--- config.mk ---
export PLATFORM = sky130hd
export DESIGN_NAME = mul_arbiter
export DESIGN_NICKNAME = d
export VERILOG_FILES = /design/src/rtl/mul_arbiter.sv
export SDC_FILE = /design/constraint.sdc
export NUM_CORES = 1
export LEC_CHECK = 0
export ABC_AREA = 0
export CELL_PAD_IN_SITES_DETAIL_PLACEMENT = 1
export CELL_PAD_IN_SITES_GLOBAL_PLACEMENT = 2
export CORE_UTILIZATION = 20
export DETAILED_ROUTE_END_ITERATION = 8
export PLACE_DENSITY_LB_ADDON = 0.1
export SLEW_MARGIN = 10
export SYNTH_ARGS = -nofsm -noshare
export SYNTH_HDL_FRONTEND = slang
export SYNTH_SLANG_ARGS = --single-unit
--- constraint.sdc ---
create_clock -name clock -period 2.55 [get_ports clock]
set_input_delay 0.3825 -clock clock [delete_from_list [all_inputs] [get_ports clock]]
set_output_delay 0.3825 -clock clock [all_outputs]
set_load 0.03 [all_outputs]
--- src/rtl/mul_arbiter.sv ---
// Round-robin front end that shares one multi-cycle signed multiplier between
// N_REQ requesters and returns each product tagged with its owner's index.
//
// state   | meaning
// IDLE    | offer req_ready to the round-robin winner, latch its operands
// ISSUE   | pulse mul_start with the latched operands
// WAIT    | wait for mul_valid, watchdog counting
// CAPTURE | register mul_c and the owner id
// RESPOND | pulse rsp_valid
module mul_arbiter #(
  parameter  int WIDTH    = 10,
  parameter  int N_REQ    = 4,
  parameter  int WD_LIMIT = 8,
  localparam int IDW      = $clog2(N_REQ),
  localparam int OW       = WIDTH + 1,
  localparam int PW       = 2 * WIDTH + 2,
  localparam int CW       = $clog2(WD_LIMIT + 1)
) (
  input  logic                clock,
  input  logic                reset,
  input  logic [N_REQ-1:0]    req_valid_i,
  input  logic [N_REQ*OW-1:0] req_a_i,
  input  logic [N_REQ*OW-1:0] req_b_i,
  output logic [N_REQ-1:0]    req_ready_o,
  output logic [OW-1:0]       mul_a_o,
  output logic [OW-1:0]       mul_b_o,
  output logic                mul_start_o,
  input  logic                mul_valid_i,
  input  logic [PW-1:0]       mul_c_i,
  output logic                rsp_valid_o,
  output logic [PW-1:0]       rsp_data_o,
  output logic [IDW-1:0]      rsp_id_o,
  output logic                busy_o,
  output logic                err_o
);

  typedef enum logic [2:0] {
    S_IDLE, S_ISSUE, S_WAIT, S_CAPTURE, S_RESPOND
  } state_t;

  state_t         state_q, state_d;
  logic [IDW-1:0] ptr_q, ptr_d;
  logic [OW-1:0]  a_q, a_d, b_q, b_d;
  logic [IDW-1:0] id_q, id_d;
  logic [CW-1:0]  cnt_q, cnt_d;
  logic           err_q, err_d;
  logic [PW-1:0]  rsp_data_q, rsp_data_d;
  logic [IDW-1:0] rsp_id_q, rsp_id_d;

  logic           found;
  logic [IDW-1:0] win_id;
  logic [IDW:0]   scan;
  logic [OW-1:0]  win_a, win_b;

  // First valid requester at or after the pointer, wrapping at N_REQ.
  always_comb begin
    found  = 1'b0;
    win_id = '0;
    scan   = '0;
    win_a  = '0;
    win_b  = '0;
    for (int i = 0; i < N_REQ; i++) begin
      scan = {1'b0, ptr_q} + (IDW+1)'(i);
      if (scan >= (IDW+1)'(N_REQ)) scan = scan - (IDW+1)'(N_REQ);
      if (!found && req_valid_i[scan[IDW-1:0]]) begin
        found  = 1'b1;
        win_id = scan[IDW-1:0];
      end
    end
    for (int k = 0; k < N_REQ; k++) begin
      if (win_id == IDW'(k)) begin
        win_a = req_a_i[k*OW +: OW];
        win_b = req_b_i[k*OW +: OW];
      end
    end
  end

  always_ff @(posedge clock or posedge reset) begin
    if (reset) begin
      state_q    <= S_IDLE;
      ptr_q      <= '0;
      a_q        <= '0;
      b_q        <= '0;
      id_q       <= '0;
      cnt_q      <= '0;
      err_q      <= 1'b0;
      rsp_data_q <= '0;
      rsp_id_q   <= '0;
    end else begin
      state_q    <= state_d;
      ptr_q      <= ptr_d;
      a_q        <= a_d;
      b_q        <= b_d;
      id_q       <= id_d;
      cnt_q      <= cnt_d;
      err_q      <= err_d;
      rsp_data_q <= rsp_data_d;
      rsp_id_q   <= rsp_id_d;
    end
  end

  always_comb begin
    state_d    = state_q;
    ptr_d      = ptr_q;
    a_d        = a_q;
    b_d        = b_q;
    id_d       = id_q;
    cnt_d      = cnt_q;
    err_d      = err_q;
    rsp_data_d = rsp_data_q;
    rsp_id_d   = rsp_id_q;
    case (state_q)
      S_IDLE: begin
        if (found) begin
          a_d     = win_a;
          b_d     = win_b;
          id_d    = win_id;
          ptr_d   = (win_id == IDW'(N_REQ-1)) ? '0 : win_id + IDW'(1);
          state_d = S_ISSUE;
        end
      end
      S_ISSUE: begin
        cnt_d   = '0;
        state_d = S_WAIT;
      end
      S_WAIT: begin
        if (mul_valid_i) begin
          state_d = S_CAPTURE;
        end else if (cnt_q == CW'(WD_LIMIT-1)) begin
          // Multiplier never answered: drop the op, no response.
          err_d   = 1'b1;
          state_d = S_IDLE;
        end else begin
          cnt_d = cnt_q + CW'(1);
        end
      end
      S_CAPTURE: begin
        rsp_data_d = mul_c_i;
        rsp_id_d   = id_q;
        state_d    = S_RESPOND;
      end
      S_RESPOND: state_d = S_IDLE;
      default:   state_d = S_IDLE;
    endcase
  end

  always_comb begin
    req_ready_o = '0;
    if (state_q == S_IDLE && found && !reset) req_ready_o[win_id] = 1'b1;
    mul_start_o = (state_q == S_ISSUE);
    rsp_valid_o = (state_q == S_RESPOND);
    busy_o      = (state_q != S_IDLE);
    mul_a_o     = a_q;
    mul_b_o     = b_q;
    rsp_data_o  = rsp_data_q;
    rsp_id_o    = rsp_id_q;
    err_o       = err_q;
  end

endmodule

Word-level counts from Yosys, hierarchy flattened
Cells that the tools add are included.

operators by class
  div/mod/pow operators = 0
  multiply operators = 0
  bitwise gates (word level) = 1
  $add $sub $neg = 9
  muxes and demuxes = 39
  equality and inequality tests = 12
  reductions and logical operators = 18
  shifts and indexed selects = 0
  order comparisons = 10

operator list
  operator                                                               count
  11-bit 2-to-1 mux                                                      8
  2-bit 2-to-1 mux                                                       9
  2-bit by 3-bit < comparator with 1-bit output (second input constant)  5
  4-bit 2-to-1 mux                                                       3
  3-bit case mux with 4 select lines                                     1
  3-bit greater-or-equal comparator (second input constant)              3
  1-bit 2-to-1 mux                                                       9
  3-bit 2-to-1 mux                                                       3
  1-bit binary-select mux with 2-bit select                              4
  4-bit case mux with 2 select lines                                     1
  2-bit by 1-bit subtractor with 2-bit output (second input constant)    4
  2-bit by 2-bit adder with 3-bit output (second input constant)         2
  3-bit by 2-bit == test with 1-bit output (second input constant)       2
  1-bit logical AND                                                      6
  2-bit != test (second input constant)                                  3
  3-bit AND reduction                                                    2
  4-bit by 1-bit adder with 4-bit output (second input constant)         1
  2-bit == test (second input constant)                                  2
  4-bit by 3-bit == test with 1-bit output (second input constant)       1
  1-bit logical NOT                                                      4
  2-bit AND reduction                                                    2
  2-bit by 1-bit adder with 3-bit output (second input constant)         1
  3-bit by 1-bit == test with 1-bit output (second input constant)       1
  3-bit == test (second input constant)                                  1
  11 further kinds                                                       11

storage, ports and cells
  bits in latches = 0
  bits of input ports = 117
  memory bits (read-only) = 0
  logic and storage cells = 98
  memories = 0
  register bits = 58
  bits in writable memories = 0
  output and inout port bits = 54

Depth between registers and ports, before layout
Gate-level depths: netlist (run 1).

  depth after elaboration = 19
  mapped depth = 10
  mapped depth without buffers = 7

Worst setup path before layout (run 1)
Ideal clock, no wire load.

  path kind = input to output
  start point = in req_valid_i[1]
  end point = out req_ready_o[2]
  required time = 2.168 ns
  stages on the path = 8
  arrival time = 2.433 ns
  path slack = -0.265 ns
  buffers on the path = 4
  cells stage by stage = or4_1 -> clkbuf_1 -> clkbuf_1 -> nand4_1 -> ha_1 -> clkbuf_1 -> clkbuf_1 -> and3_1

between the ends
  word-level cells in the longest chain between the ends = 17
  elaborated cells between the ends (all ways) = 30

ends and longest elaborated chain
  item                                                                                                                                                 line  text
  start: declaration                                                                                                                                   21    input logic [N_REQ-1:0] req_valid_i,
  1-bit binary-select mux with 2-bit select                                                                                                            65    if (!found && req_valid_i[scan[IDW-1:0]]) begin
  1-bit 2-to-1 mux (not written as such)                                                                                                               65
  1-bit 2-to-1 mux                                                                                                                                     65
  1-bit logical NOT                                                                                                                                    65
  1-bit logical AND                                                                                                                                    65
  1-bit 2-to-1 mux                                                                                                                                     65
  1-bit logical NOT                                                                                                                                    65
  1-bit logical AND                                                                                                                                    65
  1-bit 2-to-1 mux                                                                                                                                     65
  1-bit logical NOT                                                                                                                                    65
  1-bit logical AND                                                                                                                                    65
  2-bit 2-to-1 mux                                                                                                                                     65
  2-bit by 3-bit < comparator with 1-bit output (not written as such) or 2-bit by 1-bit greater-or-equal comparator with 1-bit output (tied branches)  149   if (state_q == S_IDLE && found && !reset) req_ready_o[win_id] = 1'b1;
  1-bit logical AND (not written as such)                                                                                                              149
  1-bit 2-to-1 mux (not written as such)                                                                                                               149
  1-bit demux with 2-bit select                                                                                                                        149
  4-bit 2-to-1 mux (*)                                                                                                                                 149
  end: declaration                                                                                                                                     24    output logic [N_REQ-1:0] req_ready_o,

Every way passes the cells marked *; elsewhere a longest branch is shown, timed or not. The select of a mux whose other input is x is not followed.

Worst setup path in the final report (run 1)
  start point = reg ptr_q[1]
  end point = reg b_q[10] (netlist: mul_b_o[10])

between the ends
  word-level cells in the longest chain between the ends = 19
  elaborated cells between the ends (all ways) = 46

ends and longest elaborated chain
  item                                                                                             line  text
  start: declaration                                                                               42    logic [IDW-1:0] ptr_q, ptr_d;
  start signal: assignment                                                                         91    ptr_q <= ptr_d;
  parallel branches: the longest is 13 deep, another holds 2-bit by 1-bit adder with 3-bit output  -
  2-bit 2-to-1 mux (*)                                                                             65
  net win_id[1]                                                                                    51    logic [IDW-1:0] win_id;
  2-bit logical NOT                                                                                71    if (win_id == IDW'(k)) begin
  11-bit 2-to-1 mux (3 in a row)                                                                   71
  11-bit 2-to-1 mux (*)                                                                            71
  end signal: assignment                                                                           83    b_q <= '0;
  end signal: assignment                                                                           93    b_q <= b_d;
  end: declaration                                                                                 43    logic [OW-1:0] a_q, a_d, b_q, b_d;

Mark *: on every way through the listed nets, which the timed path passes. The select of a mux whose other input is x is not followed.
A chain may end at the register's enable or synchronous reset.

==> results of run 1 <==
==> per-stage QoR <==
| stage | power (mW) | hold slack, ns | cell area [um2] |
|---|---|---|---|
| 2_1_floorplan | 4.20 | 0.473 | 3240 |
| 3_3_place_gp | 5.99 | 0.461 | 5370 |
| 3_5_place_dp | 6.04 | 0.461 | 5370 |
| 4_1_cts | 7.82 | 0.477 | 5920 |
| 5_1_grt | 8.24 | 0.514 | 5920 |
| 6_report | 7.73 | 0.472 | 5920 |
==> worst max-delay path, cell delays in order (launching register included) <==
cell	delay, ns
dfrtp_2	0.43
nand2_1	0.09
a311oi_2	0.30
buf_4	0.16
buf_4	0.10
nor2_2	0.05
ha_4	0.17
buf_4	0.14
bufbuf_16	0.27
buf_4	0.13
a221o_1	0.32
a31oi_1	0.20
==> final cells by class <==
class	count	share of cell area, %
Timing Repair Buffer	209	36.3
Multi-Input combinational cell	221	27.7
Sequential cell	58	24.5
Tap cell	216	4.56
Clock buffer	11	4.10
Inverter	26	1.65
Clock inverter	3	1.10
==> registers in the layout, indices dropped and copies added, names as in the netlist <==
name / cells
state_q: 3
rsp_id_o: 2
rsp_data_o: 22
id_q: 2
err_o: 1
ptr_q: 2
mul_a_o: 11
cnt_q: 4
mul_b_o: 11
==> cell families after synthesis <==
logic type / Yosys count
mux: 28
fa+ha+maj: 5
flops: 58
buf+inv: 55
compound gates: 106
simple gates: 82
==> report_power, final <==
group	internal, mW	switching [mW]
Combinational	2.32	2.43
Sequential	1.39	0.314
Clock	0.868	0.418
==> timing repair <==
action                                  CTS  global route
endpoints found under the setup margin    4            10
cloned                                    4             0
resized for setup                        19             3
pin swaps                                 4             1
buffers inserted                          6             0
==> routing by layer <==
| metal | global-route usage (%) | up-vias |
|---|---|---|
| met5 | 0 | - |
| met4 | 5.61 | 2 |
| met3 | 6.03 | 17 |
| met2 | 26.2 | 115 |
| met1 | 21.4 | 1632 |
| li1 | - | 1607 |
==> Yosys cell counts (5+ instances only) <==
cell type / number
dfrtp_1: 58
a21oi_1: 50
inv_1: 25
mux2_2: 25
nand2_1: 25
clkbuf_1: 24
nand3b_1: 24
a31oi_1: 23
a221o_1: 22
ha_1: 5
o21ai_0: 5
==> how the worst max path moves through the flow <==
stage	to	slack [ns]	cells after the start
after detailed placement	req_ready_o[1]	-0.33	9
final	mul_b_o[10]	0.08	11
after global routing	req_ready_o[0]	0.008	5
after global placement	req_ready_o[1]	-0.27	9
after CTS	req_ready_o[2]	0.03	9
after floorplan	req_ready_o[2]	-0.02	8
==> metrics.md, run 1 <==
| Metric | Value |
|---|---|
| Status | `finished, final reports clean` |
| Critical path endpoint category | `register` |
| H-tree lvl count | `3` |
| GP Congestion | `between 0.8 and 0.9` |
| Vias per Instance | `between 4 and 5` |
| P&R area growth vs syn | `83.2%` |
| Max cap viols | `0` |
| Fmax | `around 400 MHz` |
| Hold Startpoint | `err_o` |
| Worst reg-to-reg path cell count | `11` |
| Synth top area share | `~45%` |
| Die width | `129 um` |
| Total gr overflow | `0` |
| Routed wl met2 | `approximately 6.0 mm` |
| Critical path fanouts, max | `10` |
| Worst setup path start | `ptr_q[1]` |
| #FFs+latches synth | `58` |
| Flop-to-flop setup slack | `approximately 0.077 ns` |
| Area of the multi-input gates | `around 1600 um2` |
| Starting Density | `between 20% and 30%` |
| I/O pins | `171` |
| Simple-gate share of the synthesized area | `between 10% and 20%` |
| Die Y | `129 um` |
| Cell accounting for the most synthesized area | `dfrtp_1` |
| Final WS setup | `between 0.07 and 0.08 ns` |
| Drt initial violations | `about 160` |
| Main combinational cell family by area after synthesis | `compound AO/OA/AOI/OAI gates` |
| Most frequent cells in the layout | `clkdlybuf4s50_1 (162), dfrtp_1 (56), a21oi_1 (50)` |
| Fin cells | `approximately 740` |
| Number of antenna violations at the first check in global routing | `1` |
| Initial DRT Pass Iterations | `4` |
| Final Skew | `between 0.007 and 0.008 ns` |
| Fin nets | `647` |
| RR Endpoint | `mul_b_o[10]` |
| Worst r2r src | `ptr_q[1]` |
| Cell count of the worst hold path | `1` |
| Yosys cell types | `39` |
| Critical path class | `reg -> reg` |
| Total track usage | `between 10% and 20%` |
| Cell Area, Synth | `3230 um2` |
| Startpoint Class | `register` |
| Max Slew Vio Count | `0` |
| Die ar. | `16700 um2` |
| Post-route DRC | `0` |
| Pin count of the biggest net entering global routing | `45` |
| Placed cells | `720` |
| Pre-CTS setup slack | `-0.332 ns` |
| Ys flop type | `dfrtp_1` |
| Post-synthesis xor/xnor area fraction | `0%` |
| Final setup fails | `0` |
| DR vias | `between 3000 and 4000` |
| Hold Crit Class | `reg -> reg` |
| Worst Hold Path EP | `err_o` |
| Syn avg cell area | `approximately 9.7 um2` |
| PD cells | `1310 nW/um2` |
| Top layer in use | `met5` |
| Clock root buffer | `clkbuf_16` |
| Number of fill cells | `between 1500 and 2000` |
| CTS Buffer Depth | `2` |
| Seq/Total Area, Yosys | `about 45%` |
| CP Data Required Time | `roughly 2.8 ns` |
| HPWL Detailed | `~9 mm` |
| CTS Hold Bufs | `0` |
| Adder-Cell Fraction of Synth Area | `~1.9%` |
| First-pass GRT wire length | `about 21 mm` |
| Fraction of registers with async set/reset | `between 90% and 100%` |
| Critical path arrival | `roughly 2.7 ns` |
| Core area | `15800 um2` |
| Sequential cell area | `around 1500 um2` |
| Synth area leaders | `dfrtp_1 (45%), mux2_2 (8.7%), a21oi_1 (7.7%)` |
| Lkg Pwr | `2.41 nW` |
| Vias in the first global route | `roughly 3700` |
| Hold violation count in the final report | `0` |
| Rel. slew slack | `58.2%` |
| Worst skew pair latency | `approximately 0.33 ns` |
| Post-synth EDFFs | `0` |
| Port buffer count | `170` |
| Yosys warns | `0` |
| Number of diodes | `0` |
| Met3 routed WL | `1.04 mm` |
| Crit path time final | `roughly 2.5 ns` |
| Fin crit share | `97.0%` |
| Metal-1 WL | `just under 6 mm` |
| Cell Rows | `46` |
| Syn Inst Count | `334` |
| Share of cells above drive strength 1 | `19.3%` |
| Clock transition at path regs | `around 0.050 ns` |
| WL/cell | `between 15 and 20 um` |
| RSZ-0062 raised after global routing | `false` |
| Cts bufs inserted | `9` |
| Routed Wire Length | `13.2 mm` |
| Final core occ | `between 30% and 40%` |
| Syn_nets | `456` |
| Mux contribution to synthesized area | `about a tenth` |
| Compound-cell area share of the yosys netlist | `around a fifth` |
| Peak supply drop | `0.450 mV` |
| DRT antenna net count | `0` |
| Worst Max-Slew Pin Slew | `roughly 0.63 ns` |
| Commonest non-fill, non-tap cell in the layout | `clkdlybuf4s50_1` |
| CTS sink cnt | `between 50 and 60` |
| TNS Setup | `0 ns` |
| CTS tree | `done` |
No activity file was read; power rests on OpenSTA's default activity.
==> run 2: changes to the inputs <==
Settings changed: REMOVE_ABC_BUFFERS set to 1.
==> metrics.md, run 2 (same netlist as run 1, synthesis figures left out) <==
| Metric | Value |
|---|---|
| Starting Density | `just over 20%` |
| CP most frequent cell | `buf_4` |
| Fin crit share | `a little over nine tenths` |
| Die Y | `129 um` |
| Number of fill cells | `1783` |
| GP Congestion | `0.770` |
| DR vias | `around 3400` |
| Die width | `about 130 um` |
| First-pass GRT wire length | `a little under 20 mm` |
| Number of diodes | `0` |
| Commonest non-fill, non-tap cell in the layout | `clkdlybuf4s50_1` |
| CTS Buffer Depth | `2` |
| Fin cells | `approximately 750` |
| I/O pins | `about 170` |
| Critical path class | `reg -> out` |
| Most frequent cells in the layout | `clkdlybuf4s50_1 (162), dfrtp_1 (56), a21oi_1 (49)` |
| CTS tree | `done` |
| Critical path arrival | `slightly above 2 ns` |
| Hold violation count in the final report | `0` |
| Critical Path Slowest Stage Cell | `dfrtp_2` |
| Cell Rows | `46` |
| Post-route DRC | `0` |
| Worst path bufs/invs | `3` |
| Port buffer count | `170` |
| Crit-path leading delay family | `simple AND/OR/NAND/NOR gates` |
| P&R area growth vs syn | `81.4%` |
| Final non-filler cell area | `a little under 6000 um2` |
| Max cap viols | `0` |
| Number of antenna violations at the first check in global routing | `0` |
| WL/cell | `between 15 and 20 um` |
| Final Hold Slack | `0.319 ns` |
| Final setup fails | `0` |
| Worst Max-Slew Pin Slew | `between 0.7 and 0.8 ns` |
| Cts bufs inserted | `9` |
| Core area | `between 15000 and 20000 um2` |
| Clock root buffer | `clkbuf_16` |
| Critical path endpoint category | `output pin` |
| Peak supply drop | `around 0.32 mV` |
| Fmax | `between 400 and 500 MHz` |
| PD cells | `between 1000 and 1500 nW/um2` |
| Largest register FFs | `22` |
| Pin count of the biggest net entering global routing | `52` |
| CTS sink cnt | `58` |
| Fin nets | `about 650` |
| Placed Area | `5390 um2` |
| Share of cells above drive strength 1 | `around a fifth` |
| Status | `finished, final reports clean` |
| Placed cells | `723` |
| Vias in the first global route | `3650` |
| Hold Crit Class | `in -> async` |
| Total track usage | `15.8%` |
| Max Slew Vio Count | `0` |
| Clock transition at path regs | `roughly 0.05 ns` |
| DRT antenna net count | `0` |
| Total gr overflow | `0` |
| Drt initial violations | `78` |
| H-tree lvl count | `3` |
| Final Skew | `between 0.004 and 0.005 ns` |
| Worst skew pair latency | `between 0.3 and 0.4 ns` |
| Crit path time final | `around 2.4 ns` |
| Lkg Pwr | `between 2 and 2.5 nW` |
| Die ar. | `about 17000 um2` |
| Routed Wire Length | `around 13 mm` |
| Vias per Instance | `4.52` |
| Initial DRT Pass Iterations | `5` |
| HPWL Detailed | `between 8 and 9 mm` |
| Rel. slew slack | `51.0%` |
| RSZ-0062 raised after global routing | `false` |
| Critical path fanouts, max | `17` |
| Startpoint Class | `register` |
| Critical path's largest stage delay | `0.44 ns` |
| CP Data Required Time | `about 2.2 ns` |
| Critical path, cell by cell | `nor2b_4 > a311oi_2 > buf_4 > or2_4 > ha_4 > buf_12 > and3_1 > buf_4` |
## run 2: changes by cell type in the layout (fill, tap and decap cells not counted), moves of 2 or more
cell        before  now
nand2b_4         0    2
and3_2           2    0
buf_4           31   33
ha_2             1    3
bufbuf_16        4    1
nand2b_1         4    2
clkinvlp_4       0    2
ha_4             3    1
## run 2: metal layers
| metal | share of wire, % | global-route usage (%) | wire length (um) | vias to the layer above |
|---|---|---|---|---|
| met3 | 8.9 | 5.33 | 1120 | 14 |
| met1 | 41 | 17.7 | 5230 | 1622 |
| met2 | 48 | 27.4 | 6110 | 129 |
| li1 | - | - | - | 1606 |
| met4 | 1.7 | 6.37 | 212 | 0 |
| met5 | 0 | 0 | 0 | - |
## run 2: cell type report
type / instances / area (um2) / area share [%]
clock inverters: 7 / 93.8 / 1.60
flip-flops and latches: 58 / 1450 / 24.8
well taps: 216 / 270 / 4.61
clock buffers: 9 / 225 / 3.84
inverters: 26 / 97.6 / 1.66
repair buffers: 208 / 2070 / 35.3
multi-input cells: 221 / 1660 / 28.2
## run 2: through the flow
step	setup TNS, ns	total power, mW	worst slack, ns	util (%)
2_1_floorplan	-10.22	4.10	-0.600	-
3_3_place_gp	-4.10	6.00	-0.230	34.0
3_5_place_dp	-5.89	6.08	-0.289	34.0
4_1_cts	0	7.63	0.0374	37.0
5_1_grt	0	8.02	0.0104	37.1
6_report	0	7.49	0.115	37.1
## run 2: worst reg2reg max path: stages, from the launching register on
cell and delay [ns]:
dfrtp_2 0.44, nor2b_4 0.17, a311oi_2 0.07, buf_4 0.15, buf_4 0.13, nor2_2 0.13
ha_2 0.22, buf_12 0.10, buf_4 0.19, buf_4 0.16, a21oi_1 0.04, a221o_1 0.31
a31oi_1 0.18
## run 2: what timing repair did
action                                  in CTS  in global routing
gates cloned                                 1                  0
pin swaps                                    6                  0
hold buffers                                 0                  0
setup buffers                                5                  0
endpoints found under the setup margin       4                  2
resized for setup                           23                  3
## run 2: power by group
group | internal [mW] | total, mW | switching, mW
clock network | 0.852 | 1.30 | 0.451
logic | 2.16 | 4.48 | 2.33
registers | 1.39 | 1.70 | 0.313
## run 2: final timing paths
check / start / to / slack, ns / depth (start not counted)
worst max-delay path: ptr_q[0] / req_ready_o[1] / 0.12 / 8
worst min-delay path: reset / mul_b_o[1] / 0.32 / 2
worst max register to register: ptr_q[0] / mul_a_o[1] / 0.17 / 12
worst min register to register: err_o / err_o / 0.49 / 1
max in group asynchronous: reset / ptr_q[0] / 1.19 / 3
min in group clock: err_o / err_o / 0.49 / 1
